### src/rtl/hex_display_ctrl.sv
// hex_display_ctrl: multi-digit hex-to-seven-segment controller.
// Accepts an N-nibble value through a valid/ready handshake and decodes it one
// digit per cycle through a single shared decoder into per-digit segment
// registers. Digits can blink from a free-running divider.
// Optional macro HEX_LZB_EN enables leading-zero blanking at write time.
// Segments are active-low, bit order g..a = [6..0].
module hex_display_ctrl #(
    parameter int NUM_DIGITS = 4,
    parameter int BLINK_DIV  = 25000000
) (
    input  logic                      clk,
    input  logic                      rst,
    input  logic                      in_valid,
    output logic                      in_ready,
    input  logic [4*NUM_DIGITS-1:0]   in_value,
    input  logic [NUM_DIGITS-1:0]     blink_mask,
    output logic                      done,
    output logic [7*NUM_DIGITS-1:0]   hex_out
);

    localparam int IDX_W = (NUM_DIGITS > 1) ? $clog2(NUM_DIGITS) : 1;
    localparam int CNT_W = (BLINK_DIV > 1) ? $clog2(BLINK_DIV) : 1;
    localparam logic [IDX_W-1:0] LAST_IDX = IDX_W'(NUM_DIGITS - 1);
    localparam logic [CNT_W-1:0] CNT_LAST = CNT_W'(BLINK_DIV - 1);

    typedef enum logic {
        IDLE,
        UPDATE
    } state_t;

    state_t                    state;
    logic [IDX_W-1:0]          idx;
    logic [4*NUM_DIGITS-1:0]   shadow;
    logic [7*NUM_DIGITS-1:0]   seg;
    logic [6:0]                wr_pattern;
    logic [CNT_W-1:0]          blink_cnt;
    logic                      blink_phase;

    function automatic logic [6:0] seg7(input logic [3:0] n);
        logic [6:0] p;
        case (n)
            4'h0: p = 7'b1000000;
            4'h1: p = 7'b1111001;
            4'h2: p = 7'b0100100;
            4'h3: p = 7'b0110000;
            4'h4: p = 7'b0011001;
            4'h5: p = 7'b0010010;
            4'h6: p = 7'b0000010;
            4'h7: p = 7'b1111000;
            4'h8: p = 7'b0000000;
            4'h9: p = 7'b0010000;
            4'hA: p = 7'b0001000;
            4'hB: p = 7'b0000011;
            4'hC: p = 7'b1000110;
            4'hD: p = 7'b0100001;
            4'hE: p = 7'b0000110;
            default: p = 7'b0001110;
        endcase
        return p;
    endfunction

`ifdef HEX_LZB_EN
    logic [4*NUM_DIGITS-1:0] upper;
`endif

    // Shared decoder: pattern for the digit currently being written
    always_comb begin
        wr_pattern = seg7(shadow[idx*4 +: 4]);
`ifdef HEX_LZB_EN
        // Digit idx and everything above it zero -> leading zero, blank it
        upper = shadow >> (idx*4);
        if (idx != '0 && upper == '0) begin
            wr_pattern = '1;
        end
`endif
    end

    // Handshake FSM: capture value, then write one digit per cycle
    always_ff @(posedge clk) begin
        if (rst) begin
            state    <= IDLE;
            in_ready <= 1'b1;
            done     <= 1'b0;
            idx      <= '0;
            shadow   <= '0;
            seg      <= '1;
        end else begin
            done <= 1'b0;
            case (state)
                IDLE: begin
                    if (in_valid) begin
                        shadow   <= in_value;
                        idx      <= '0;
                        state    <= UPDATE;
                        in_ready <= 1'b0;
                    end
                end
                UPDATE: begin
                    seg[idx*7 +: 7] <= wr_pattern;
                    if (idx == LAST_IDX) begin
                        state    <= IDLE;
                        in_ready <= 1'b1;
                        done     <= 1'b1;
                    end else begin
                        idx <= idx + 1'b1;
                    end
                end
                default: state <= IDLE;
            endcase
        end
    end

    // Free-running blink divider; phase toggles on each counter wrap
    always_ff @(posedge clk) begin
        if (rst) begin
            blink_cnt   <= '0;
            blink_phase <= 1'b0;
        end else if (blink_cnt == CNT_LAST) begin
            blink_cnt   <= '0;
            blink_phase <= ~blink_phase;
        end else begin
            blink_cnt <= blink_cnt + 1'b1;
        end
    end

    // Output: blank blinking digits during the active phase
    always_comb begin
        hex_out = seg;
        for (int unsigned i = 0; i < NUM_DIGITS; i++) begin
            if (blink_mask[i] && blink_phase) begin
                hex_out[i*7 +: 7] = '1;
            end
        end
    end

endmodule

### config.mk
export PLATFORM = sky130hd
export DESIGN_NAME = hex_display_ctrl
export DESIGN_NICKNAME = d
export VERILOG_FILES = /design/src/rtl/hex_display_ctrl.sv
export SDC_FILE = /design/constraint.sdc
export NUM_CORES = 1
export LEC_CHECK = 0
export CAP_MARGIN = 20
export CORE_MARGIN = 3
export CORE_UTILIZATION = 49
export CTS_CLUSTER_SIZE = 30
export DETAILED_ROUTE_END_ITERATION = 8
export PLACE_DENSITY = 0.76
export SYNTH_ARGS = -nofsm -noshare
export SYNTH_HDL_FRONTEND = slang
export SYNTH_SLANG_ARGS = --single-unit
### constraint.sdc
create_clock -name clk -period 2.3 [get_ports clk]
set_clock_uncertainty 0.1 [all_clocks]
set_input_delay 0.575 -clock clk [delete_from_list [all_inputs] [get_ports clk]]
set_output_delay 0.575 -clock clk [all_outputs]
set_load 0.02 [all_outputs]
Word-level counts from Yosys, hierarchy flattened

Memories as Yosys holds them, arrays and structs flattened.
Cells that the tools add are included.

$mul: 1
Eq/ne operators: 5
Div/mod/pow operators: 0
Multiplexer cells: 15
Shifts and indexed selects: 3
Bitwise gates (word level): 2
Add/subtract/negate cells: 3
Reductions and logical operators: 9
Magnitude comparators: 0

Operators with widths:

| operator                | count |
|---|---|
| $neg 5->34              | 1 |
| $shift 7x34->28 const A | 1 |
| $shiftx 7x34->28        | 1 |
| $bwmux 28               | 1 |
| $mux 7                  | 4 |
| $add 25x1->25 const B   | 1 |
| $eq 25x25->1 const B    | 1 |
| $shiftx 16x5->4         | 1 |
| $reduce_and 2->1        | 3 |
| $mul 2x3->5 const B     | 1 |
| $mux 1                  | 5 |
| $logic_and 1x1->1       | 4 |
| $mux 2                  | 2 |
| $ne 2x2->1 const B      | 2 |
| $pmux 1 s2              | 2 |
| $pmux 2 s2              | 1 |
| $reduce_or 2->1         | 2 |
| $add 2x1->2 const B     | 1 |
| $eq 2x2->1 const B      | 1 |
| $ne 2x1->1 const B      | 1 |
| $not 1->1               | 2 |

Bits in latches: 0
Bits in read-only memories: 112
Memory bits (writable): 0
Memories kept: 1
Input bits: 23
Output and inout bits: 30
Logic and storage cells: 47
Flip-flop bits (word level): 75

Memory list:

| name            | words | width | read ports | clocked after memory_dff | wr ports | RTL line | source |
|---|---|---|---|---|---|---|---|
| (no name shown) | 16    | 7     | 1          | 0                        | 0        | 41       | `case (n)` |

Logic depth before layout (Yosys ltp)

Gate-level depths: netlist of the first run.

Word-level depth: 4
Gate-level depth with buffers: 8
Depth with buffers taken out: 7

Least setup slack after synthesis of the first run

OpenSTA, ideal clock, no wires.

Path type: reg2reg
From: register idx[0]
To: register seg[15]
Path slack: 0.055 ns
Stages on the path, launching flop included: 8
Setup time: 0.122 ns
Data arrival time: 2.023 ns
Data required time: 2.078 ns
Clock period less this slack: 2.245 ns
Path buffers: 1
Cells stage by stage: dfxtp_1 buf_4 mux4_2 inv_1 ha_1 nor2_1 o31ai_1 a221o_1

Cells in the longest elaborated chain, start to end: 4
Elaborated cells between the ends (all ways): 7
Classes of those cells: add/sub: 1; mul: 1; shift: 3; mux: 1; memory: 1

RTL lines:

| element                                             | RTL line | source |
|---|---|---|
| from (decl)                                         | 32       | `logic [IDX_W-1:0] idx;` |
| from (signal assigned)                              | 105      | `idx <= idx + 1'b1;` |
| $mul 2x3->5 or $shiftx 16x5->4 (tied branches)      | 99, 68   |  |
| $neg 5->34 or $mem_v2 16x7 (tied branches)          | n/a      |  |
| $shiftx 7x34->28 or $shift 7x34->28 (tied branches) | 99       | `seg[idx*7 +: 7] <= wr_pattern;` |
| $bwmux 28 (*)                                       | 99       |  |
| to (signal, indexed assignment)                     | 99       |  |
| to (decl)                                           | 34       | `logic [7*NUM_DIGITS-1:0] seg;` |

Every way passes the cells marked *; elsewhere a longest branch is shown, timed or not.
A chain may end at the register's enable or synchronous reset.

Worst setup path after layout of the first run

From: input port blink_mask[0]
To: output port hex_out[0]

Cells in the longest elaborated chain, start to end: 2

RTL lines:

| element           | RTL line | source |
|---|---|---|
| from (decl)       | 16       | `input logic [NUM_DIGITS-1:0] blink_mask,` |
| $logic_and 1x1->1 | 130      | `if (blink_mask[i] && blink_phase) begin` |
| $mux 7            | 130      |  |
| to (decl)         | 18       | `output logic [7*NUM_DIGITS-1:0] hex_out` |

No other way between the ends.

==> impl.org, run 1 <==
** Synthesis
- After synthesis the netlist holds a flip-flop and latch count of 75.
- Total nets after synthesis :: approximately 420
- Each instance of the synthesized netlist takes up on average just over 9 sq um.
- The cell count after synthesis came out at approximately 380.
- Yosys mapped a number of flops with a built-in enable equal to 0.
- For this run, asynchronously set or reset flops after synthesis account for 0%.
- In the synthesized netlist the dominant register cell turns out to be dfxtp_1.
- After synthesis, flip-flops and latches occupy between 40% and 50% of the total area.
- Netlist cell types :: 47
- After synthesis the cells add up to 3590 sq um.
- For this run, the number of Yosys warnings is 0.

** Worst setup path
- STA puts the critical path data arrival time at around 1500 ps.
- Classification of the worst setup path :: input pin to output port
- Depth of the most critical reg-to-reg path :: 6
- STA classifies the critical path startpoint as an input pin.
- Largest driver fanout on the critical path :: 7
- Crit. End Element :: output port
- STA puts the critical path data required time at ~1600 ps.

** Hold path
- Counting instances, the worst hold path has a depth of 2.
- Min-Delay Path Class :: register to register

** GRT
- Antenna violations before repair :: 0
- Largest net degree at the start of global routing :: 25
- Total routing usage reported by global routing :: 19.9%
- For this run the aggregate overflow at the end of global routing stands at 0.
- The number of global-route vias before repair was a little under 3000.
- Global-route wire length before repair :: roughly 14 mm

** Power
- Of the total power, the share spent switching nets is 24.8%.
- Combinational logic burns about an eighth of the power.
- Power share of the clock group :: between 40% and 50%
- The worst-case IR drop observed on VDD is around 0.00037 V.
- The internal power of the cells totals roughly 2.2 mW.
- Pwr Density :: roughly 650 nW/um^2
- In this run the static leakage power is 1.68 nW.
- Registers are responsible for a little under half of the overall power.
- Switch Pwr :: 0.726 mW

** Floorplanning
- The floorplan step defined a die boundary enclosing 8380 sq um.
- The initialized floorplan defines 30 standard-cell rows.
- Count of boundary I/O pins :: 53
- Overall die height :: about 92 microns
- The initial utilization of the core area, before any placement, comes to 51.7%.
- Core box area :: ~6900 sq um
- Measured along the x axis, the die boundary spans roughly 90 microns.

** STA
- The number of pins exceeding their max-slew limit in the final report is 0.
- Setup repair after global routing missed its margin :: false
- Final sum of negative setup slack :: 0 ps
- The worst pin sits at a relative slew slack of 55.0%.
- The clock period could shrink to 2220 ps.
- Final period util :: roughly 96%
- The final hold violation count was 0.
- Count of final setup violators :: 0
- For the pin with the worst max-slew slack, the measured transition is about 670 ps.
- Final Worst Setup Slack :: 83.5 ps
- FMAX :: approximately 0.45 GHz
- Final hold analysis gives a worst-case slack of 355 ps.

** Clocking
- TritonCTS built the clock tree.
- Root buffer selected by CTS :: clkbuf_8
- Hold-fix buffer count after cts :: 0
- Latest clock arrival within the worst-skew pair :: roughly 350 ps
- Max H-tree Level :: 3
- Clock transition at the registers of the reported paths :: 70 ps
- Sinks on the clock net :: between 70 and 80
- Number of buffers created by CTS :: 9
- The clock passes through at most 2 buffers.

** Routing
- Detailed Routing Iterations Pass 1 :: 4
- Final antenna-violating net count :: 0
- Iter 0 DRT Violations :: between 100 and 150
- Routed via count :: around 3100
- In the routed layout, each cell is associated on average with a via count of around 5.6.
- Routed WL :: approximately 8 mm
- For this run, design rule violations remaining after detail routing come to 0.
- Routed wirelength normalized by instance count :: 14.7 microns

** Final layout
- Proportion of layout cells with a drive suffix above 1 :: 19.9%
- The multi-input combinational cells in the finished layout cover a total of around 2000 sq um.
- In the final layout, flip-flops and latches occupy between 1500 and 2000 sq um.
- Once layout is done, the placed cells without fillers occupy 4540 sq um.
- Relative area change from synthesis to final layout :: 26.4%
- Cells fill 65.3% of the core in the end.
- In the final design database the tool counted 494 nets.
- Fill cells :: roughly 580
- The number of antenna diodes in the final layout is 0.

** Place
- Detailed placement finished with a half-perimeter wire length of between 5 and 6 mm.
- Number of port buffers :: 52
- Summing all placed instances gives a cell area of about 4300 sq um.
- At the end of routability-driven placement, the weighted congestion stood at 0.837.
- Timing analysis after detailed placement gives a worst setup slack of -351 ps.

** Flow run
- Max-cap violations in this run came to 0.

** Outcome
- The flow ran to the end, and the final reports show no timing, DRC or antenna violations.
cell families after synthesis:
kind of cell	after synthesis	share of synthesized area (%)
buffers and inverters	25	3.35
AOI/OAI and AO/OA	77	15.9
muxes	14	5.69
adders and majority gates	14	4.88
xor gates and xnor gates	19	4.64
DFF	75	41.9
and+or+nand+nor	160	23.7
flip-flops by register name (all words and copies together), names as in the netlist:
name         flops
idx              2
done             1
shadow          16
blink_phase      1
seg             28
blink_cnt       25
in_ready         1
state            1
final cells by class:
cell class              instances  area share, %
multi-input cells             284           44.2
clock inverters                 5           1.88
repair buffers                 79           14.1
clock buffers                  11           3.34
inverters                       8          0.662
well taps                      96           2.65
flip-flops and latches         75           33.2
worst paths after layout:
check                                  end  slack (ps)           from
worst max-delay path            hex_out[0]          80  blink_mask[0]
worst min-delay path             shadow[1]         360      shadow[1]
worst max register to register      seg[6]          90         idx[0]
worst min register to register   shadow[1]         360      shadow[1]
cell usage after synthesis, types with 5 or more instances:
library cell | instances | area [sq um]
nand4_1 | 11 | 68.8
mux2i_1 | 8 | 80.1
nand2_1 | 52 | 195
clkbuf_1 | 10 | 37.5
inv_1 | 8 | 30.0
and3_1 | 5 | 31.3
o31ai_1 | 6 | 45.0
mux4_2 | 5 | 113
a221o_1 | 28 | 280
nor2_1 | 24 | 90.1
nand2b_1 | 29 | 181
xor2_1 | 12 | 105
a21oi_1 | 30 | 150
dfxtp_1 | 75 | 1500
ha_1 | 14 | 175
or4_1 | 6 | 45.0
o21ai_0 | 5 | 25.0
nand3_1 | 5 | 25.0
xnor2_1 | 7 | 61.3
layer usage:
metal | routed length, microns | up-vias | GRT usage (%)
met5 | 0 | - | 0
met4 | 174 | 0 | 9.17
met3 | 372 | 18 | 4.14
met2 | 4110 | 80 | 34.4
met1 | 3560 | 1505 | 23.4
li1 | - | 1545 | -
stage by stage:
stage,std cells,power (mW)
global placement,540,1.77
detailed placement,540,1.79
finish,558,2.93
CTS,556,2.93
floorplan,384,1.62
global route,558,3.04
placed cells by master (no fill, tap or decap), drive strengths merged, types with 6 or more instances in the layout:
cell type,netlist,layout
nand2b,29,29
ha,14,14
mux2i,8,8
inv,8,8
nand4,11,11
or4,7,7
clkdlybuf4s15,0,7
xor2,12,12
clkdlybuf4s50,0,24
clkbuf,10,32
a21oi,30,30
a221o,28,28
nor2,24,24
buf,6,27
o31ai,6,6
xnor2,7,7
dfxtp,75,75
nand2,52,52
worst max-delay path: stages:
cell and delay, ps:
clkdlybuf4s50_1 470, nand2_2 110, nand2b_1 120, clkdlybuf4s15_2 270
power groups by stage:
stage / clock network (mW) / registers, mW / logic (mW)
3_3_place_gp: 0 / 1.40 / 0.372
2_1_floorplan: 0 / 1.39 / 0.222
3_5_place_dp: 0 / 1.40 / 0.381
4_1_cts: 1.18 / 1.37 / 0.377
6_report: 1.17 / 1.37 / 0.384
5_1_grt: 1.24 / 1.38 / 0.421
what timing repair did:
action                     in CTS  in global routing
buffers inserted                0                  2
gates resized for setup        56                 39
setup endpoints to repair      45                 43
Power figures use the tool's default switching activity.
==> run 2, diff against run 1 <==
Settings changed: CORE_UTILIZATION 49 to 36, PLACE_DENSITY 0.76 to unset, SETUP_SLACK_MARGIN set to 0.5.
==> run 2 against run 1 <==
  * Design area up 14%
  * Clock power about the same
  * Sequential share of layout area shrank 3.8 points
  * Global-route usage shrank 4.3 points
  * Fmax is 0.69% higher
  * First-iteration DRC count up 34%
  * Register-to-register slack barely moved
  * Combinational power increased by 18%
  * Cell count increased by 8.6%
  * Utilization shrank 11 points
  * Routed wire length up 9.4%
  * Worst hold slack better by 4.5 ps
  * Critical path type is now register to register
  * Largest power group unchanged
==> impl.org, run 2 (synthesis results as in run 1) <==
** Outcome
- Outcome :: complete, no violations

** Worst setup path
- Classification of the worst setup path :: register to register
- Largest driver fanout on the critical path :: 4
- Data arrival time at the worst-slack endpoint :: roughly 2300 ps
- The worst setup path is captured at a register.
- CP dominant cell by count :: mux2i_1
- Cells along the critical path :: mux4_2 > buf_6 > ha_4 > mux2i_1 > mux2i_1 > buf_4 > a221o_1
- Data required time at the worst endpoint :: roughly 2400 ps
- Critical path's slowest cell :: mux4_2
- For the worst flop-to-flop path, the logic depth is 7.
- The critical path starts at idx[0].
- R2R Path End :: seg[10]
- Startpoint kind of the worst setup timing path :: register
- Worst flop-to-flop path startpoint :: idx[0]
- The largest single stage delay on the critical path is 610 ps.
- The setup check on the worst reg-to-reg path leaves a slack of approximately 99 ps.

** Final layout
- Reg area :: approximately 1500 sq um
- Most common library cell in the layout ignoring fill and taps :: dfxtp_1
- Relative area change from synthesis to final layout :: 43.8%
- Of the cells placed in the final design, the portion with a size suffix greater than 1 is 32.7%.
- The layout has around 860 filler cells.
- After the flow finishes, the layout carries non-filler instances totaling a little over 600.
- Max reg flops :: 28
- Final core utilization :: a little over half
- In the final layout, the registers with the most flip-flops are seg: 28 flops, blink_cnt: 25 flops, shadow: 16 flops.
- Reg with most FFs :: seg
- Number of diodes :: 0
- Number of nets in the final layout :: slightly above 500
- In the final layout, the multi-input gates occupy about 2300 sq um.
- The finished cells cover 5160 sq um.
- Commonest cells after routing, fill and taps aside :: dfxtp_1, nand2_1, buf_4

** Clocking
- Clock transition at the registers of the reported paths :: ~90 ps
- TritonCTS built the clock tree.
- Latest clock arrival within the worst-skew pair :: roughly 350 ps
- Sinks on the clock net :: between 70 and 80
- Hold-fix buffer count after cts :: 0
- In this run the clock root is driven by a clkbuf_8.
- The clock passes through at most 2 buffers.
- Max H-tree Level :: 3
- Number of buffers created by CTS :: 9

** Routing
- After detailed routing, the wire length on met1 is 4.09 mm.
- Routed wl met3 :: 397 microns
- Routed wirelength normalized by instance count :: 14.8 microns
- Routed via count :: 3183
- After detailed routing, the met2 layer carries roughly 4.4 mm of wire.
- In this run the remaining antenna-violating nets after routing total 0.
- In the routed design, unresolved DRC markers number 0.
- In this run the top signal layer used is met4.
- After detailed routing, the number of vias per cell comes to 5.25.
- Iter 0 DRT Violations :: 167
- Detailed Routing Iterations Pass 1 :: 4
- Routed WL :: around 9.0 mm

** GRT
- In the global route stage, overall resource usage came out at between 10% and 20%.
- The first global-routing pass estimated 14.2 mm of wire.
- The number of global-route vias before repair was between 2000 and 3000.
- Largest net degree at the start of global routing :: 31
- The initial antenna violation count was 0.
- After global routing the overflow that remains totals 0.

** Place
- Detailed placement ended at an HPWL of roughly 6.2 mm.
- Placed Cells incl. Taps :: 574
- During placement, the flow inserted port buffers numbering 52.
- OpenSTA, run right after detailed placement, puts the worst setup slack at -329 ps.
- Instance area after placement :: about 4400 sq um
- At the end of routability-driven placement, the weighted congestion stood at 0.816.

** Floorplanning
- In this run the standard cell core region covers 9460 sq um.
- Die Footprint :: 11200 sq um
- Number of placement rows :: 35
- Initial Util :: 37.9%
- The die is around 110 microns tall.
- Count of boundary I/O pins :: 53
- Overall die width :: between 100 and 150 microns

** Hold path
- WHS Endpoint :: shadow[4]
- The worst hold path was traced through 2 stages.
- The tightest min-delay check is of the register to register type.
- The worst hold path begins at shadow[4].

** Flow run
- The tool flagged a number of max-cap violations equal to 0.

** STA
- The number of pins exceeding their max-slew limit in the final report is 0.
- Setup repair after global routing could not meet its margin everywhere.
- Derived from the worst setup path, the maximum achievable clock frequency is 0.454 GHz.
- Setup slack closes at approximately 99 ps.
- Time the worst path needs with I/O delays and setup :: around 2200 ps
- Fin. Hold Viols :: 0
- Setup violations remaining at the end of the flow were counted as 0.
- Final sum of negative setup slack :: 0 ps
- Smallest hold slack :: between 300 and 400 ps
- The worst path uses a little over nine tenths of the clock period.
- Relative slew slack :: roughly three fifths
- For the pin with the worst max-slew slack, the measured transition is around 590 ps.

** Power
- Maximum ir drop on the vdd rail :: 0.000316 V
- In this run the static leakage power is 2.06 nW.
- Pwr Density :: about 580 nW/um^2
- Power comes to 3.01 mW.
## run 2: cell types whose count changed in the layout (fill, tap and decap cells not counted), moves of 6 or more
cell / delta
buf_4: +11
buf_6: +27
clkbuf_2: -19
clkdlybuf4s15_2: -7
clkdlybuf4s50_1: -7
dfxtp_1: -6
nand2b_1: -23
nand2b_4: +23
## run 2: worst max-delay path: cells and delay by family, from the launching register on
kind                     cells  cell delay, ps
multiplexers                 3             840
adder cells (fa/ha/maj)      1             150
AO/OA/AOI/OAI                1             300
buffers and inverters        2             330
flip-flops                   1             380
## run 2: layout make-up
cell class                      instances  area share [%]
Timing Repair Buffer                   93            16.8
Inverter                                8           0.679
Clock buffer                           10            2.67
Clock inverter                          6            1.87
Tap cell                              129            3.13
Sequential cell                        75            29.5
Multi-Input combinational cell        285            45.4
## run 2: where the power goes
| group | switching, mW | leakage (nW) | total [mW] | internal, mW |
|---|---|---|---|---|
| Clock | 0.526 | 0.115 | 1.18 | 0.654 |
| Combinational | 0.218 | 1.33 | 0.455 | 0.237 |
| Sequential | 0.0359 | 0.616 | 1.38 | 1.34 |
| Total | 0.779 | 2.06 | 3.01 | 2.23 |
## run 2: what timing repair did
item / CTS / global route
buffers inserted: 11 / 4
gates resized for setup: 156 / 78
cloned: 0 / 1
endpoints found under the setup margin: 83 / 82
pin swaps: 10 / 7
## run 2: worst max-delay path by stage
stage                     depth (start not counted)  slack [ps]         end
after floorplan                                   8         200     seg[10]
after global placement                            4        -320  hex_out[1]
after detailed placement                          4        -330  hex_out[4]
after CTS                                         7         120     seg[15]
after global routing                              6          30     seg[20]
final                                             7         100     seg[10]
## run 2: routing by layer
layer  track usage (%)  vias up
met5                 0        -
met4              4.72        0
met1              19.6     1527
met2              27.0       65
li1                  -     1584
met3              3.06        7
==> run 3, diff against run 2 <==
Settings changed: CTS_CLUSTER_DIAMETER set to 200.
==> results of run 3 <==
No change in the layout: final DEF, timing and power equal those of run 2.
==> RTL edit 1, RTL diff (config.mk and constraints of run 1) <==
Add a define of `HEX_LZB_EN`.
--- a/src/rtl/hex_display_ctrl.sv
+++ b/src/rtl/hex_display_ctrl.sv
@@ -4,6 +4,8 @@
 // registers. Digits can blink from a free-running divider.
 // Optional macro HEX_LZB_EN enables leading-zero blanking at write time.
 // Segments are active-low, bit order g..a = [6..0].
+`define HEX_LZB_EN
+
 module hex_display_ctrl #(
     parameter int NUM_DIGITS = 4,
     parameter int BLINK_DIV  = 25000000
Check against the original RTL: not equivalent (a bounded check fails within 4 cycles, from zero or initial values and one cycle with rst high).
==> RTL edit 1 against run 1 <==
The flow now finishes with violations (setup timing). Register-to-register slack got worse by 290 ps. Clock power decreased by 9%. Fmax decreased by 11%. Worst hold slack improved by 3.6 ps. Wire length decreased by 1.9%. Synthesized cell count increased by 6.0%. Area after synthesis decreased by 1.7%. Non-clock buffer count increased by 11. Via count decreased by 2.8%. Sequential cell count unchanged. Worst setup slack got worse by 280 ps. Power decreased by 1.7%. Final area increased by 0.55%.
==> RTL edit 1: results (changes against run 1) <==
Cells and area
  – Net count, final: 522 (+5.7%)
  – Fraction of area in multi-input gates: 43.32% (-0.85 points)
  – Fillcell total: 563 (-2.3%)
  – Non-Clock Buffer Count: 90 (+14%)
  – Layout non-clock buf frac: 15.86% (+1.8 points)
  – Area occupied by registers: 0.001505 mm² (about the same)
  – Clk cell area share: 4.527% (-0.69 points)
  – Layout cells sized above 1: 21.43% (+1.5 points)
  – #MultiIn Comb: 302 (+6.3%)

Detailed routing
  – DRT iter0 DRCs: 130 (+4.0%)
  – Routed wire length: 8053 µm (-1.9%)
  – Met2 routed WL: 3792 µm (-7.7%)

Status
  – Failing checks: setup timing
  – Outcome: finished with violations

Min path
  – WHS Endpoint: shadow[0]

Setup path
  – Worst Setup SP: idx[0]
  – Worst Path Arrival: 2690 ps (+1150 ps)
  – Worst R2R Path Depth: 8 (+2)
  – Critical path endpoint: seg[20]
  – Flop2flop setup slack: -200 ps (-290 ps)

Logic synthesis
  – Post-synthesis sequential area ratio: 42.60% (+0.74 points)
  – Yosys cell types: 40 (-15%)
  – Mapped Cells: 407 (+6.0%)
  – Compound-cell area share of the yosys netlist: 14.45% (-1.4 points)
  – Synth top cells by count: 75 x dfxtp_1, 49 x nand2_1, 43 x a21oi_1

Pwr
  – Leak: 1.760 nW (+5.0%)
  – Worst VDD drop: 0.4240 mV (+14%)
  – Internal power: 0.002152 W (-2.4%)

GRT
  – Routing usage on met2: 32.24% (-2.2 points)
  – Vias in the first global route: 2,851 (-2.8%)
  – GRT Util Overall: 19.63% (-0.26 points)

Timing
  – Slew margin rel.: 59.14% (+4.2 points)
  – Setup WS post-layout: -195.6 ps (-279.1 ps)
  – Final Setup Violations: 28 (+28)

Placement
  – Placed inst area: 0.004352 mm² (+0.32%)
  – Post-DP HPWL: 5842 µm (-2.4%)

CTS
  – Postcts setup bufs: 6 (+6)
==> RTL edit 1: cell count changes after synthesis, sizes merged, moves of 6 or more <==
cell,delta
xor2,+7
o21ai,+17
a221o,-19
clkbuf,+9
or4,-7
nor2,+16
a21oi,+13
o31ai,-6
mux2i,-6
==> RTL edit 1: per-stage QoR <==
step           util (%)  total power, W  worst slack, ps  setup TNS (ps)
4_1_cts           67.45        0.002897           -230.0           -4503
3_5_place_dp      63.35        0.001832           -331.9          -14120
2_1_floorplan         -        0.001645           -261.5           -5312
5_1_grt           66.39        0.002990           -281.9           -5903
6_report          66.39        0.002881           -195.6           -3304
3_3_place_gp      63.35        0.001820           -313.2          -12080
==> RTL edit 1: critical path, stage by stage, from the launching register on <==
cell and delay [ps]:
dfxtp_4 380, mux4_2 540, inv_2 100, ha_4 130, or4b_4 470, a211oi_4 180, buf_6 150, a311o_1 220
a221o_1 180
==> RTL edit 2, RTL diff (config.mk and constraints of run 1) <==
Made on the original files. Make the reset (`rst`) asynchronous in 2 clocked blocks.
--- a/src/rtl/hex_display_ctrl.sv
+++ b/src/rtl/hex_display_ctrl.sv
@@ -76,7 +76,7 @@
     end
 
     // Handshake FSM: capture value, then write one digit per cycle
-    always_ff @(posedge clk) begin
+    always_ff @(posedge clk or posedge rst) begin
         if (rst) begin
             state    <= IDLE;
             in_ready <= 1'b1;
@@ -111,7 +111,7 @@
     end
 
     // Free-running blink divider; phase toggles on each counter wrap
-    always_ff @(posedge clk) begin
+    always_ff @(posedge clk or posedge rst) begin
         if (rst) begin
             blink_cnt   <= '0;
             blink_phase <= 1'b0;
Formal check against the unedited RTL: differs if rst is asserted again (counterexample within 4 cycles, from zero or initial values and one cycle with rst high); with rst held inactive, the same outputs for 10 cycles.
==> RTL edit 2 against run 1 <==
Final area grew 3.4%. Wire length shrank 2.7%. Register-to-register slack is essentially flat. Synthesized cell count shrank 16%. Worst setup slack lost 42 ps. Area after synthesis grew 4.0%. Sequential cell count is the same.
Power is not compared: it rests on default switching activity, and its combinational part moved more than twofold at a synthesized area within 25%.
==> RTL edit 2: results (changes against run 1) <==
Setup path
  – Critical-path maximum fanout: 4 (-3)
  – Max stage delay on crit path: 460 ps
  – Worst Path Arrival: 1580 ps (+40 ps)

Placement
  – Dpl ws: -319.3 ps (+31.82 ps)
  – Post-DP HPWL: 5447 µm (-9.0%)
  – Inst Count DP: 482 (-11%)
  – Port bufs: 52 (unchanged)
  – GPL Wtd Cong: 0.8040 (-3.9%)

Cells and area
  – Net count, final: 434 (-12%)
  – Layout cells sized above 1: 28.36% (+8.4 points)
  – N_diodes: 0 (unchanged)
  – Fillcell total: 572 (-0.69%)

GRT
  – Pin count of the biggest net entering global routing: 76 (+200%)
  – Global-route wire length before repair: 13,350 µm (-1.4%)
  – GRT Util Overall: 19.71% (-0.19 points)

Timing
  – Slew margin rel.: 57.96% (+3.0 points)

CTS
  – Clock Path Buffers: 2 (unchanged)

Logic synthesis
  – Yosys cell types: 46 (-2.1%)
  – Synth top cells by count: 46 x dfrtp_1, 30 x nand2_1, 29 x dfstp_2, 29 x nand2b_1, 28 x a22o_1
  – Mapped Cells: 322 (-16%)
  – Dominant synthesized flop cell: dfrtp_1
  – Ys async rst share: 100.0% (+100 points)
  – Post-synthesis net count: 359 (-15%)
  – Post-synthesis sequential area ratio: 51.29% (+9.4 points)
  – Top cells by area, synth: dfrtp_1 31%, dfstp_2 20%, a22o_1 6.6%

Detailed routing
  – Vias: 2,709 (-14%)
  – Routed wire length: 7988 µm (-2.7%)
  – DRT iter0 DRCs: 123 (-1.6%)
  – DR WL/cell: 15.94 µm (+8.3%)

Status
  – Outcome: finished, final reports clean

Pwr
  – Leak: 2.083 nW
RTL edit 2: cell type report:
class,count,share of cell area [%]
flip-flops and latches,75,40.83
repair buffers,72,13.58
clock inverters,5,1.601
well taps,99,2.642
inverters,9,0.8006
multi-input cells,230,37.31
clock buffers,11,3.229
RTL edit 2: per-stage QoR:
| stage | setup TNS [ps] | cell area [µm²] |
|---|---|---|
| 6_report | 0 | 4688 |
| 5_1_grt | -8.170 | 4688 |
| 4_1_cts | 0 | 4721 |
| 3_5_place_dp | -8272 | 4476 |
| 3_3_place_gp | -7673 | 4476 |
| 2_1_floorplan | 0 | 3734 |
RTL edit 2: cells by family (layout without fill, tap and decap cells):
family	Yosys count	in the layout	share of synthesized area, %
XOR/XNOR	22	22	5.166
AND/OR/NAND/NOR	128	128	18.32
multiplexers	22	22	7.917
flip-flops	75	75	51.29
adder cells (fa/ha/maj)	14	14	4.696
AO/OA/AOI/OAI	44	44	10.23
buffers and inverters	17	97	2.382
RTL edit 2: path summary, 6_finish.rpt:
path	startpoint	end	slack (ps)	depth (start not counted)
min in group asynchronous	rst	blink_cnt[20]	580	3
min	blink_cnt[4]	blink_cnt[4]	370	1
max	blink_mask[0]	hex_out[5]	40	5
max in group asynchronous	rst	seg[25]	1180	3
max reg2reg	idx[0]	seg[24]	90	6
min reg2reg	blink_cnt[4]	blink_cnt[4]	370	1
RTL edit 2: critical path: cells and delay by family:
family	cells	cell delay, ps
buf+inv	3	880
simple gates	2	120
RTL edit 2: per-layer routing:
metal  track usage (%)  up-vias  part of all wire [%]
met3             4.103        9                   4.3
met4             6.471        0                   1.2
met1             26.78     1331                    46
met5                 0        -                     0
li1                  -     1296                     -
met2             31.63       73                    48
RTL edit 2: power groups by stage:
stage / sequential (W) / clock [W] / combinational, W
global placement: 0.00210 / 0 / 0.00305
detailed placement: 0.00211 / 0 / 0.00316
finish: 0.00210 / 0.00114 / 0.00312
CTS: 0.00211 / 0.00115 / 0.00311
floorplan: 0.00202 / 0 / 0.00214
global route: 0.00215 / 0.00121 / 0.00340
RTL edit 2: what timing repair did:
action / in CTS / in global routing
pin swaps: 0 / 2
cloned: 0 / 0
setup buffers: 0 / 3
resized for setup: 71 / 21
setup endpoints to repair: 32 / 30
